**config.mk**
```make
export PLATFORM = sky130hd
export DESIGN_NAME = serial_frame_rx
export DESIGN_NICKNAME = d
export VERILOG_FILES = /design/src/rtl/serial_frame_rx.sv
export SDC_FILE = /design/constraint.sdc
export NUM_CORES = 1
export LEC_CHECK = 0
export ABC_AREA = 1
export CAP_MARGIN = 10
export CORE_UTILIZATION = 50
export DETAILED_ROUTE_END_ITERATION = 7
export PLACE_DENSITY = 0.73
export SYNTH_ARGS = -nofsm -noshare
export SYNTH_HDL_FRONTEND = slang
export SYNTH_SLANG_ARGS = --single-unit
```
**constraint.sdc**
```tcl
create_clock -name Clk -period 2.6 [get_ports Clk]
set_input_delay 0.39 -clock Clk [delete_from_list [all_inputs] [get_ports Clk]]
set_output_delay 0.39 -clock Clk [all_outputs]
set_load 0.03 [all_outputs]
```
**src/rtl/serial_frame_rx.sv**
```systemverilog
// Start-bit framed serial receiver: LSB-first deserialiser with optional even
// parity, single-cycle result strobes and a wrapping good-frame counter.
//
// state     | meaning
// ----------+-----------------------------------------------------------
// ST_IDLE   | line idle, waiting for a 0 start bit
// ST_DATA   | shifting in DATA_BITS data bits, LSB first
// ST_PARITY | sampling the even-parity bit (PARITY_EN=1 only)
// ST_STOP   | sampling the stop bit, issuing Valid / ParErr / FrameErr
// ST_BRK    | line held low after a framing error, waiting for a 1
module serial_frame_rx #(
    parameter int DATA_BITS = 8,
    parameter int PARITY_EN = 0
) (
    input  logic                 Clk,
    input  logic                 Rst_n,
    input  logic                 Din,
    output logic [DATA_BITS-1:0] Dout,
    output logic                 Valid,
    output logic                 FrameErr,
    output logic                 ParErr,
    output logic                 Busy,
    output logic [7:0]           FrameCnt
);

    typedef enum logic [2:0] {
        ST_IDLE,
        ST_DATA,
        ST_PARITY,
        ST_STOP,
        ST_BRK
    } state_t;

    localparam logic [2:0] LAST_BIT = 3'(DATA_BITS - 1);

    state_t               state;
    logic [2:0]           bit_cnt;
    logic [DATA_BITS-1:0] shreg;
    logic                 par_bad;

    always_ff @(posedge Clk) begin
        if (!Rst_n) begin
            state    <= ST_IDLE;
            bit_cnt  <= '0;
            shreg    <= '0;
            par_bad  <= 1'b0;
            Dout     <= '0;
            Valid    <= 1'b0;
            FrameErr <= 1'b0;
            ParErr   <= 1'b0;
            Busy     <= 1'b0;
            FrameCnt <= '0;
        end else begin
            Valid    <= 1'b0;
            FrameErr <= 1'b0;
            ParErr   <= 1'b0;
            case (state)
                ST_IDLE: begin
                    if (!Din) begin
                        state   <= ST_DATA;
                        bit_cnt <= LAST_BIT;
                        par_bad <= 1'b0;
                        Busy    <= 1'b1;
                    end
                end
                ST_DATA: begin
                    // Right shift: the first bit received ends up in bit 0.
                    shreg <= {Din, shreg[DATA_BITS-1:1]};
                    if (bit_cnt == 3'd0) begin
                        state <= (PARITY_EN != 0) ? ST_PARITY : ST_STOP;
                    end else begin
                        bit_cnt <= bit_cnt - 3'd1;
                    end
                end
                ST_PARITY: begin
                    par_bad <= (^shreg) ^ Din;
                    state   <= ST_STOP;
                end
                ST_STOP: begin
                    if (Din) begin
                        state <= ST_IDLE;
                        Busy  <= 1'b0;
                        if ((PARITY_EN != 0) && par_bad) begin
                            ParErr <= 1'b1;
                        end else begin
                            Dout     <= shreg;
                            Valid    <= 1'b1;
                            FrameCnt <= FrameCnt + 8'd1;
                        end
                    end else begin
                        // A framing error overrides any parity result.
                        FrameErr <= 1'b1;
                        state    <= ST_BRK;
                    end
                end
                ST_BRK: begin
                    if (Din) begin
                        state <= ST_IDLE;
                        Busy  <= 1'b0;
                    end
                end
                default: begin
                    state <= ST_IDLE;
                    Busy  <= 1'b0;
                end
            endcase
        end
    end

endmodule
```
# --- Word level (Yosys, flattened, before mapping) ---
# Cells that the tools add are included.
# Widths: inputs -> output; s select.
classes:
  add_sub_neg: 2
  n_eq_ne: 9
  mux: 13
  bitwise: 1
  reduce_logical: 10
ops:
  columns: ["op", "n"]
  rows:
  - ["$mux 3", 6]
  - ["$pmux 3 s5", 1]
  - ["$reduce_and 3->1", 3]
  - ["$add 8x1->8 const B", 1]
  - ["$ne 2x2->1 const B", 4]
  - ["$eq 3x2->1 const B", 2]
  - ["$logic_not 3->1", 2]
  - ["$pmux 3 s2", 1]
  - ["$mux 1", 4]
  - ["$reduce_and 2->1", 2]
  - ["$reduce_or 2->1", 2]
  - ["$eq 3x1->1 const B", 1]
  - ["$eq 3x3->1 const B", 1]
  - ["$pmux 1 s3", 1]
  - ["$sub 3x1->3 const B", 1]
  - ["$ne 2x1->1 const B", 1]
  - ["$reduce_bool 2->1", 1]
  - ["$not 1->1", 1]
totals:
  register_bits: 33
  input_bits: 3
  output_inout_bits: 20
  wordCells: 43

# --- Depth between registers and ports, before layout ---
logic_depth:
  ltp_word: 4
  mapped_depth: 8
  mapped_depth_nobuf: 8

# --- Worst setup path before layout ---
# OpenSTA, ideal clock, no wires.
synth_timing:
  path_type: "reg2reg"
  startpoint: "register FrameCnt[0]"
  endpoint: "register FrameCnt[6]"
  arrival_ns: 1.227
  t_required_ns: 2.484
  path_slack_ns: 1.257
  stages_incl_launch_ff: 7
  n_path_buf: 0
  period_less_slack_ns: 1.343
  cell_sequence: "dfxtp_1 -> ha_1 -> inv_1 -> nor2_1 -> nand3_1 -> o21ai_0 -> nor2_1"
synth_via:
  elab_chain_len: 1
synth_rtl:
  columns: ["item", "line", "text"]
  rows:
  - ["from (decl)", "23", "output logic [7:0] FrameCnt"]
  - ["from (signal assigned)", "88", "FrameCnt <= FrameCnt + 8'd1;"]
  - ["$add 8x1->8", "88", null]
# Every way passes these cells.
# A chain may end at the register's enable or synchronous reset.

# --- Worst setup path after layout ---
layout_timing:
  startpoint: "register FrameCnt[5]"
  endpoint: "output FrameCnt[5]"
# No word-level cell between the ends.

==> impl_metrics.yaml <==
cts:
  cts_made_buffers: 5
  cts_max_path_buffers: 2
  clkTransAtPathRegs_ps: 100
  holdBufCountCts: 0
  root_buffer: "clkbuf_4"
  post_cts_buffers: 0
  cts.sinks: 33
  ctsResizeCount: 0
  cts_tree: "done"
  cts_max_level: 2
  insertion_delay_ps: 320
worst_setup_path:
  critPathMaxFanout: 4
  cp-start-kind: "flop"
  rr_worst_depth: 8
  r2r_slack_ps: 1130
  cp_num_buf_inv: 1
  cpPeakStageDelay_ps: 700
  timing_worst_setup_path_type: "flop to output port"
  end_kind: "output port"
  r2r-start: "state[2]"
  worstReg2RegEnd: "FrameCnt[3]"
  cp_num_cells: 1
  required_ps: 2210
  arrival_ps: 1440
  path_cells: "clkdlybuf4s50_1"
  critPathTopFamily: "buffers and inverters"
  cp_slowest_cell: "clkdlybuf4s50_1"
synthesis:
  synth_adder_area_share: 0.02799
  yosysTopAreaCell: "dfxtp_1"
  syn-instance-count: 177
  yosysSeqAreaShare: 0.4925
  yosys_warnings: 0
  synth_edf_count: 0
  yosysMostFrequentCell: "nor2_1"
  synth_fp_nets: 183
  synth_top_family_by_area: "simple AND/OR/NAND/NOR gates"
  synth.area.mux_share: 0
  ys_top_cells_by_count: "nor2_1, dfxtp_1, nand2_1, inv_1, o21ai_0"
  synth_top_area_frac: 0.4925
  netlist_area_um2: 1341
  synth-compound-area-share: 0.1110
  synth-simple-area-share: 0.2789
  synth_xor_area_frac: 0.006530
  synth.area.top_cells: "dfxtp_1, nor2_1, nand2_1"
  ys_seq_elements: 33
  synthesis.area_per_instance_um2: 7.578
  async_reset_ff_frac: 0
  synth.distinct_cells: 25
  synth_top_flop_cell: "dfxtp_1"
power:
  p_comb_frac: 0.201
  p_sw_frac: 0.3110
  switchingPower_mw: 0.3266
  seqPwrFrac: 0.539
  total_power_mw: 1.050
  clkPwrFrac: 0.260
  leakagePower_nw: 0.6838
  powerDensity_nw_per_um2: 653.5
  peakVddDrop_mv: 0.4234
  internal_power_mw: 0.7233
route:
  top_layer_used: "met4"
  drc_errors: 0
  finalWirelength_mm: 2.545
  via_per_inst: 4.991
  wl_met1_mm: 1.271
  wl_met3_um: 116
  routed-wl-met2_mm: 1.126
  first_pass_iters: 4
  drtIter0Drc: 22
  ant_nets: 0
  num_vias: 1153
  wire_per_inst_um: 11.02
sta:
  tns_ps: 0
  grt_setup_unrepaired: "false"
  skew_ps: 6.011
  finalSetupViolations: 0
  finalMaxSlewViolations: 0
  timing.fmax_mhz: 547.6
  hold_viol: 0
  period_minus_slack_ps: 1826
  finalCritPeriodShare: 0.7023
layout:
  fillers: 236
  register_area_um2: 660.6
  fin_nets: 206
  syn2layout_area_growth_pct: 19.78
  multi_input_area_um2: 573.1
  drive_gt1_frac: 0.07960
  final_cells: 231
  antenna_cells: 0
global_route:
  grt_max_degree: 22
  grt_overflow_total: 0
  antenna_found_initial: 0
  grt_pass1_wl_mm: 4.153
  grtUsageTotal: 0.2030
  first_global_vias: 969
placed_design:
  dp.cells: 223
  dpl.hpwl_mm: 1.715
  numPortBuffers: 21
  gp_routability_congestion: 0.7611
run:
  max_cap_violations: 0
die:
  dieArea_um2: 2894
  rows: 18
  die_w_um: 53.80
  initial_core_util: 0.5365
  dieHeight_um: 53.80
  ios: 23
  core_area_um2: 2500
worst_hold_path:
  hp-class: "flop to flop"
  hold_depth: 2
  min_from: "Busy"
  hold_path_end: "Busy"
run_status:
  status: "finished, final reports clean"
## metal layers
| layer | GRT usage | vias to the layer above |
|---|---|---|
| met3 | 0.05932 | 5 |
| met2 | 0.3004 | 24 |
| met4 | 0.07895 | 0 |
| met5 | 0 | - |
| met1 | 0.2759 | 516 |
| li1 | - | 608 |
## state kept, by name, indices dropped and copies added, names as in the netlist
| signal | cells |
|---|---|
| bit_cnt | 3 |
| Dout | 8 |
| Busy | 1 |
| state | 3 |
| shreg | 8 |
| FrameErr | 1 |
| FrameCnt | 8 |
| Valid | 1 |
## cell usage in the layout, fill, tap and decap left out, drive strengths merged, types with 2 or more instances in the layout
| master | netlist | layout |
|---|---|---|
| clkdlybuf4s50 | 0 | 21 |
| clkbuf | 3 | 6 |
| nand4 | 2 | 2 |
| nor3 | 2 | 2 |
| nor2 | 37 | 37 |
| o21ai | 14 | 14 |
| clkinv | 0 | 2 |
| a21oi | 13 | 13 |
| dfxtp | 33 | 33 |
| and3 | 2 | 2 |
| inv | 17 | 17 |
| nand2 | 34 | 34 |
| nand3 | 10 | 10 |
| ha | 3 | 3 |
## power groups by stage
| stage | clock, mW | combinational (mW) | sequential [mW] |
|---|---|---|---|
| after CTS | 0.276 | 0.213 | 0.567 |
| after global placement | 0 | 0.205 | 0.576 |
| final | 0.273 | 0.211 | 0.566 |
| after global routing | 0.304 | 0.239 | 0.572 |
| after detailed placement | 0 | 0.212 | 0.578 |
| after floorplan | 0 | 0.140 | 0.594 |
## worst register-to-register path: stages (launching register included)
cell,delay [ps]
dfxtp_1,350
inv_2,100
nand2_1,110
nor2_4,300
inv_2,190
nor2_1,170
nand2_1,60
nand2_1,50
nor2_1,30
## stage by stage
stage                     instance area, um2    util  worst slack [ps]  hold WS, ps
final                                   1607  0.6426             773.9        469.8
after global routing                    1607  0.6426             690.2        499.1
after CTS                               1607  0.6426             764.5        469.2
after detailed placement                1555  0.6221             651.4        454.2
after global placement                  1555  0.6221             723.8        448.4
after floorplan                         1341       -              1257        445.7
## final cells by class
class	count	share of cell area
clock inverters	2	0.006231
repair buffers	22	0.1355
well taps	30	0.02336
inverters	17	0.04128
flip-flops and latches	33	0.4112
multi-input cells	121	0.3567
clock buffers	6	0.02570
## worst max path at each step
stage	startpoint	endpoint
2_1_floorplan	FrameCnt[0]	FrameCnt[6]
3_3_place_gp	Din	FrameCnt[3]
3_5_place_dp	Din	FrameCnt[3]
4_1_cts	FrameCnt[5]	FrameCnt[5]
5_1_grt	FrameCnt[2]	FrameCnt[2]
6_report	FrameCnt[5]	FrameCnt[5]
## logic make-up after synthesis
group / count (synthesis)
AOI/OAI and AO/OA: 29
buffers and inverters: 23
other: 1
xor gates and xnor gates: 1
and+or+nand+nor: 87
adders and majority gates: 3
DFF: 33
No activity file was read; power rests on OpenSTA's default activity.
